## src/rtl/vx_tile_ctl_unit_pkg.sv

```systemverilog
// Shared types for the tile-group controller.
//   tile_op_t   : request opcode (SET/ADD/RELEASE/QUERY)
//   tile_sts_t  : response status (OK/CONFLICT/INVALID)
//   tile_fsm_t  : controller sequencing states
//   tile_ent_t  : layout of one table entry at the default widths
//   up_clog2    : clog2 clamped to a minimum of 1 bit
package vx_tile_ctl_unit_pkg;

    localparam int DEF_NUM_WARPS  = 8;
    localparam int DEF_TCNT_WIDTH = 8;

    typedef enum logic [1:0] {
        TILE_OP_SET     = 2'd0,
        TILE_OP_ADD     = 2'd1,
        TILE_OP_RELEASE = 2'd2,
        TILE_OP_QUERY   = 2'd3
    } tile_op_t;

    typedef enum logic [1:0] {
        TILE_STS_OK       = 2'd0,
        TILE_STS_CONFLICT = 2'd1,
        TILE_STS_INVALID  = 2'd2
    } tile_sts_t;

    typedef enum logic [1:0] {
        ST_IDLE   = 2'd0,
        ST_CHECK  = 2'd1,
        ST_COMMIT = 2'd2,
        ST_RSP    = 2'd3
    } tile_fsm_t;

    typedef struct packed {
        logic                      valid;
        logic [DEF_NUM_WARPS-1:0]  wmask;
        logic [DEF_TCNT_WIDTH-1:0] tcount;
    } tile_ent_t;

    function automatic int up_clog2(input int n);
        return (n > 1) ? $clog2(n) : 1;
    endfunction

endpackage

```

## src/rtl/vx_tile_ctl_unit_lookup.sv

```systemverilog
// Per-warp tile lookup: for every warp, finds the lowest-index valid tile whose
// warp mask contains it.
//   tile_valid   in  : per-entry valid bits
//   tile_wmask   in  : per-entry warp masks, entry t at [t*NUM_WARPS +: NUM_WARPS]
//   warp_in_tile out : warp belongs to at least one valid tile
//   warp_tile_id out : lowest matching tile id per warp (0 if none)
module vx_tile_lookup
    import vx_tile_ctl_unit_pkg::*;
#(
    parameter int NUM_WARPS = 8,
    parameter int NUM_TILES = 4,
    localparam int TILE_BITS = up_clog2(NUM_TILES)
) (
    input  logic [NUM_TILES-1:0]           tile_valid,
    input  logic [NUM_TILES*NUM_WARPS-1:0] tile_wmask,
    output logic [NUM_WARPS-1:0]           warp_in_tile,
    output logic [NUM_WARPS*TILE_BITS-1:0] warp_tile_id
);

    // Walk tiles from high to low so the last (lowest-index) match wins.
    always_comb begin
        warp_in_tile = '0;
        warp_tile_id = '0;
        for (int w = 0; w < NUM_WARPS; w++) begin
            for (int t = NUM_TILES - 1; t >= 0; t--) begin
                if (tile_valid[t] && tile_wmask[t*NUM_WARPS + w]) begin
                    warp_in_tile[w] = 1'b1;
                    warp_tile_id[w*TILE_BITS +: TILE_BITS] = TILE_BITS'(t);
                end
            end
        end
    end

endmodule

```

## src/rtl/vx_tile_ctl_unit.sv

```systemverilog
// Tile-group controller. Serialises SET/ADD/RELEASE/QUERY requests from the SFU
// against a NUM_TILES-entry table and publishes the table plus a per-warp map.
//   req_*   : request channel; req_ready is high only while idle
//   rsp_*   : response channel; held stable until rsp_ready
//   tile_*  : table contents (valid, flattened warp masks, flattened thread counts)
//   warp_*  : per-warp membership and lowest owning tile id
// Handshake: a transfer happens on a rising edge where valid and ready are both
// high; the sender holds its payload stable while valid is high and ready is low.
module vx_tile_ctl_unit
    import vx_tile_ctl_unit_pkg::*;
#(
    parameter int NUM_WARPS     = 8,
    parameter int NUM_THREADS   = 8,
    parameter int NUM_TILES     = 4,
    parameter int TCNT_WIDTH    = 8,
    parameter int ALLOW_OVERLAP = 0,
    localparam int NW_WIDTH  = up_clog2(NUM_WARPS),
    localparam int TILE_BITS = up_clog2(NUM_TILES)
) (
    input  logic                            clk,
    input  logic                            reset,
    input  logic                            req_valid,
    output logic                            req_ready,
    input  logic [1:0]                      req_op,
    input  logic [NW_WIDTH-1:0]             req_wid,
    input  logic [TILE_BITS-1:0]            req_tile_id,
    input  logic [NUM_WARPS-1:0]            req_wmask,
    input  logic [TCNT_WIDTH-1:0]           req_tcount,
    output logic                            rsp_valid,
    input  logic                            rsp_ready,
    output logic [NW_WIDTH-1:0]             rsp_wid,
    output logic [TILE_BITS-1:0]            rsp_tile_id,
    output logic [1:0]                      rsp_status,
    output logic [NUM_TILES-1:0]            tile_valid,
    output logic [NUM_TILES*NUM_WARPS-1:0]  tile_wmask,
    output logic [NUM_TILES*TCNT_WIDTH-1:0] tile_tcount,
    output logic [NUM_WARPS-1:0]            warp_in_tile,
    output logic [NUM_WARPS*TILE_BITS-1:0]  warp_tile_id
);

    // Thread-count comparisons run at a width that holds both operands.
    localparam int TC_NEED  = $clog2(NUM_THREADS + 1);
    localparam int TC_CMP_W = (TCNT_WIDTH > TC_NEED) ? TCNT_WIDTH : TC_NEED;

    tile_fsm_t                                state;
    tile_op_t                                 op_q;
    logic [NW_WIDTH-1:0]                      wid_q;
    logic [TILE_BITS-1:0]                     tile_q;
    logic [NUM_WARPS-1:0]                     wmask_q;
    logic [TCNT_WIDTH-1:0]                    tcount_q;
    tile_sts_t                                sts_q;

    logic [NUM_TILES-1:0]                     tbl_valid;
    logic [NUM_TILES-1:0][NUM_WARPS-1:0]      tbl_wmask;
    logic [NUM_TILES-1:0][TCNT_WIDTH-1:0]     tbl_tcount;

    logic [NUM_WARPS-1:0]                     lk_in;
    logic [NUM_WARPS-1:0][TILE_BITS-1:0]      lk_id;
    logic [NUM_WARPS*TILE_BITS-1:0]           lk_id_flat;

    logic                                     tile_ok;
    logic                                     tgt_valid;
    logic [NUM_WARPS-1:0]                     other_mask;
    logic                                     conflict;
    logic [TC_CMP_W-1:0]                      tc_ext;
    logic                                     tc_bad;
    tile_sts_t                                chk_sts;
    logic [TILE_BITS-1:0]                     chk_tile;

    vx_tile_lookup #(
        .NUM_WARPS (NUM_WARPS),
        .NUM_TILES (NUM_TILES)
    ) u_lookup (
        .tile_valid   (tbl_valid),
        .tile_wmask   (tbl_wmask),
        .warp_in_tile (lk_in),
        .warp_tile_id (lk_id_flat)
    );

    assign lk_id        = lk_id_flat;
    assign tile_valid   = tbl_valid;
    assign tile_wmask   = tbl_wmask;
    assign tile_tcount  = tbl_tcount;
    assign warp_in_tile = lk_in;
    assign warp_tile_id = lk_id_flat;
    assign rsp_status   = sts_q;

    // Target decode; looping over real entries keeps an out-of-range id
    // (non-power-of-two NUM_TILES) from ever indexing the table.
    always_comb begin
        tile_ok    = 1'b0;
        tgt_valid  = 1'b0;
        other_mask = '0;
        for (int i = 0; i < NUM_TILES; i++) begin
            if (TILE_BITS'(i) == tile_q) begin
                tile_ok   = 1'b1;
                tgt_valid = tbl_valid[i];
            end else if (tbl_valid[i]) begin
                other_mask = other_mask | tbl_wmask[i];
            end
        end
    end

    assign conflict = (ALLOW_OVERLAP == 0) && ((wmask_q & other_mask) != '0);
    assign tc_ext   = TC_CMP_W'(tcount_q);
    assign tc_bad   = (tc_ext == '0) || (tc_ext > TC_CMP_W'(NUM_THREADS));

    always_comb begin
        chk_sts  = TILE_STS_OK;
        chk_tile = tile_q;
        case (op_q)
            TILE_OP_SET: begin
                if (!tile_ok || wmask_q == '0 || tc_bad) chk_sts = TILE_STS_INVALID;
                else if (conflict)                       chk_sts = TILE_STS_CONFLICT;
            end
            TILE_OP_ADD: begin
                if (!tgt_valid || wmask_q == '0) chk_sts = TILE_STS_INVALID;
                else if (conflict)               chk_sts = TILE_STS_CONFLICT;
            end
            TILE_OP_RELEASE: begin
                if (!tgt_valid) chk_sts = TILE_STS_INVALID;
            end
            TILE_OP_QUERY: begin
                if (lk_in[wid_q]) begin
                    chk_tile = lk_id[wid_q];
                end else begin
                    chk_sts  = TILE_STS_INVALID;
                    chk_tile = '0;
                end
            end
            default: chk_sts = TILE_STS_INVALID;
        endcase
    end

    // Only COMMIT writes the table, so a reset in any other state cannot
    // leave a half-applied request behind.
    always_ff @(posedge clk or posedge reset) begin
        if (reset) begin
            state       <= ST_IDLE;
            req_ready   <= 1'b1;
            rsp_valid   <= 1'b0;
            rsp_wid     <= '0;
            rsp_tile_id <= '0;
            sts_q       <= TILE_STS_OK;
            op_q        <= TILE_OP_SET;
            wid_q       <= '0;
            tile_q      <= '0;
            wmask_q     <= '0;
            tcount_q    <= '0;
            tbl_valid   <= '0;
            tbl_wmask   <= '0;
            tbl_tcount  <= '0;
        end else begin
            case (state)
                ST_IDLE: begin
                    if (req_valid) begin
                        op_q      <= tile_op_t'(req_op);
                        wid_q     <= req_wid;
                        tile_q    <= req_tile_id;
                        wmask_q   <= req_wmask;
                        tcount_q  <= req_tcount;
                        req_ready <= 1'b0;
                        state     <= ST_CHECK;
                    end
                end
                ST_CHECK: begin
                    sts_q       <= chk_sts;
                    rsp_tile_id <= chk_tile;
                    rsp_wid     <= wid_q;
                    state       <= ST_COMMIT;
                end
                ST_COMMIT: begin
                    if (sts_q == TILE_STS_OK) begin
                        for (int i = 0; i < NUM_TILES; i++) begin
                            if (TILE_BITS'(i) == tile_q) begin
                                case (op_q)
                                    TILE_OP_SET: begin
                                        tbl_valid[i]  <= 1'b1;
                                        tbl_wmask[i]  <= wmask_q;
                                        tbl_tcount[i] <= tcount_q;
                                    end
                                    TILE_OP_ADD: tbl_wmask[i] <= tbl_wmask[i] | wmask_q;
                                    TILE_OP_RELEASE: begin
                                        tbl_valid[i]  <= 1'b0;
                                        tbl_wmask[i]  <= '0;
                                        tbl_tcount[i] <= '0;
                                    end
                                    default: ;
                                endcase
                            end
                        end
                    end
                    rsp_valid <= 1'b1;
                    state     <= ST_RSP;
                end
                ST_RSP: begin
                    if (rsp_ready) begin
                        rsp_valid <= 1'b0;
                        req_ready <= 1'b1;
                        state     <= ST_IDLE;
                    end
                end
                default: state <= ST_IDLE;
            endcase
        end
    end

endmodule
```

## config.mk

```make
export PLATFORM = sky130hd
export DESIGN_NAME = vx_tile_ctl_unit
export DESIGN_NICKNAME = d
export VERILOG_FILES = /design/src/rtl/vx_tile_ctl_unit_pkg.sv /design/src/rtl/vx_tile_ctl_unit_lookup.sv /design/src/rtl/vx_tile_ctl_unit.sv
export SDC_FILE = /design/constraint.sdc
export NUM_CORES = 1
export LEC_CHECK = 0
export CAP_MARGIN = 15
export CORE_ASPECT_RATIO = 1.5
export CORE_MARGIN = 10
export CORE_UTILIZATION = 40
export CTS_CLUSTER_DIAMETER = 100
export CTS_CLUSTER_SIZE = 16
export DETAILED_ROUTE_END_ITERATION = 6
export GPL_ROUTABILITY_DRIVEN = 1
export PLACE_DENSITY = 0.67
export SLEW_MARGIN = 20
export SYNTH_ARGS = -nofsm -noshare
export SYNTH_HDL_FRONTEND = slang
export SYNTH_SLANG_ARGS = --single-unit
export TNS_END_PERCENT = 50
```

## constraint.sdc

```tcl
create_clock -name clk -period 7.4 [get_ports clk]
set_input_delay 1.48 -clock clk [delete_from_list [all_inputs] [get_ports clk]]
set_output_delay 1.48 -clock clk [all_outputs]
set_load 0.005 [all_outputs]
```

==> out/metrics.cfg <==
[run_status]
status = complete, no violations

[timing]
fin_skew_ps = 11.1
rsz0062_at_grt = false
finalSetupViolCount = 0
finalHoldViolations = 0
finalCriticalPeriod_ps = 3840
worst_hold_slack_ps = 511
tns_ps = 0
slew_headroom_pct = 31.5
post-route-period-util_pct = 51.9
slew_viol_final = 0
max_slew.worst_pin.slew_ps = 1030
fmax_mhz = 260

[detailed_routing]
routedWlPerCell_um = 21.8
vias = 4470
drc = 0
dr.pass1.iters = 5
ant_nets = 0
drtIter0Drc = 313
via_per_inst = 5.73
wl_mm = 17.0

[logic_synthesis]
avgSynthCellArea_sq_um = 10.2
synth_area_leaders = dfrtp_1 49%, mux2_2 13%, a21oi_1 8.5%
synth_top_area_share_pct = 49.1
synth.most_common_cell = dfrtp_1
synth_area_sq_mm = 0.00514
syn_inst = 506
synth_top_cell_by_area = dfrtp_1
synth_edf_count = 0
seq_area_frac_synth_pct = 49.6
synthTopCellsByCount = 101 x dfrtp_1, 87 x a21oi_1, 59 x mux2_2
syn_nets = 543
synth_warnings = 0
ys_ff_latch = 102
ys.flop_type = dfrtp_1
yosysUniqueCellTypes = 57
async_reset_ff_share_pct = 100

[critical_path]
worstSetupStartpointType = flip-flop
cp-startpoint = tile_valid[3]
cp.required_ps = 5920
cp_max_fo = 19
crit_path_end_kind = output pin
worstSetupPathType = flip-flop to output pin
reg2reg_from = op_q[0]
arrival_ps = 2360

[floorplanning]
fp-row-count = 50
start_util_pct = 40.9
core_area_sq_mm = 0.0126
pin_count = 128
die-area_sq_mm = 0.0179
die_width_um = 113
die_y_um = 159

[global_route]
grt_max_degree = 83
track_usage_pct = 18.6
grt.overflow.total = 0
grt_first_pass_wirelength_mm = 26.8
grt_pass1_vias = 4708
antenna_found_initial = 0

[power_and_ir_drop]
power.leakage_nw = 2.88
power_density_mw_per_mm2 = 466
total_power_mw = 3.18
ir_worst_vdd_uv = 199

[clock_tree]
postCtsResizedCells = 0
clockRootBuffer = clkbuf_16
htreeDepth = 3
post-cts-setup-buffer-count = 0
holdBufCountCts = 0
clk_pin_slew_ps = 80
cts_tree = yes
cts_made_buffers = 9
cts_sinks = 102
clk_latency_ps = 360
cts_buffer_depth = 2

[worst_hold_path]
hold_path.class = flip-flop to flip-flop
hold_path.startpoint = tile_tcount[19]

[flow_run]
drv_cap = 0

[final_layout]
postLayoutCoreUtil_pct = 54.4
antenna_cells = 0
nets = 656
area_growth_pct = 32.9
drive_gt1_share_pct = 14.9
fillers = 1098

[place]
dpl.hpwl_mm = 12.9
gp_congestion = 0.860
io_buffer_count = 127

## placed cells by master, fill, tap and decap left out, types with 3 or more instances in the layout
cell	n
inv_8	3
a32oi_1	5
nor2_2	7
a21boi_0	5
nand3_1	13
o21ai_0	24
nand2_1	48
nor3_1	3
nand2b_1	4
clkdlybuf4s50_1	127
ha_1	10
a21oi_1	87
inv_1	8
and2_1	9
nor2b_1	10
nor4_1	3
a31oi_1	3
dfrtp_1	101
o21ai_1	3
clkbuf_16	9
mux2_2	59
a22oi_1	3
nor2_1	24
a211oi_1	4
nand4_1	5
o22ai_1	3
and3_1	4
## cells by family after synthesis
| kind of cell | synth area share, % |
|---|---|
| muxes | 14.0 |
| AOI/OAI and AO/OA | 16.8 |
| and+or+nand+nor | 13.7 |
| xor gates and xnor gates | 0.170 |
| DFF | 49.6 |
| adders and majority gates | 2.43 |
| buffers and inverters | 3.21 |
## power breakdown
group / switching (mW) / internal (mW)
logic: 0.738 / 0.819
clock network: 0.238 / 0.243
registers: 0.347 / 0.797
## final timing paths
kind | to | slack [ps] | cells after the start
min in group asynchronous | wmask_q[4] | 1410 | 2
max reg2reg | tile_tcount[22] | 4790 | 5
max in group asynchronous | req_ready | 4970 | 4
min | tile_tcount[19] | 510 | 1
max | warp_tile_id[1] | 3560 | 3
min reg2reg | tile_tcount[19] | 510 | 1
## metrics by stage
step                std cells  worst slack [ps]  area (sq um)
floorplan                 506              3250          5140
global placement          763              4040          6490
detailed placement        763              3980          6490
CTS                       779              3590          6800
global route              780              3420          6840
finish                    780              3560          6840
## state kept, by name (all words and copies together) (netlist names)
register and cells:
state 2, tile_wmask 32, op_q 2, wid_q 3, rsp_status 2, rsp_tile_id 2
wmask_q 8, tile_valid 4, tile_q 2, tile_tcount 32, rsp_valid 1, rsp_wid 3
tc_ext 8, req_ready 1
## layer usage
layer | wire length, um | up-vias | share of wire (%) | global-route usage [%]
met5 | 0 | - | 0 | 0
met1 | 6580 | 2226 | 39 | 20.8
met2 | 8820 | 162 | 52 | 32.1
met3 | 1300 | 18 | 7.6 | 6.44
li1 | - | 2064 | - | -
met4 | 280 | 0 | 1.6 | 5.61
## cell type report
class	instances	area, sq um	area share, %
timing repair buffer	129	1310	19.1
clock inverter	7	83.8	1.23
multi-input combinational	367	2430	35.6
inverter	10	40.0	0.586
clock buffer	9	225	3.29
sequential	102	2550	37.4
tap	156	195	2.86
## worst max-delay path: stages (launching register included)
cell	delay [ps]
dfrtp_1	750
nand2_1	190
a221oi_1	460
clkdlybuf4s50_1	600
(Power assumes the default switching activity.)
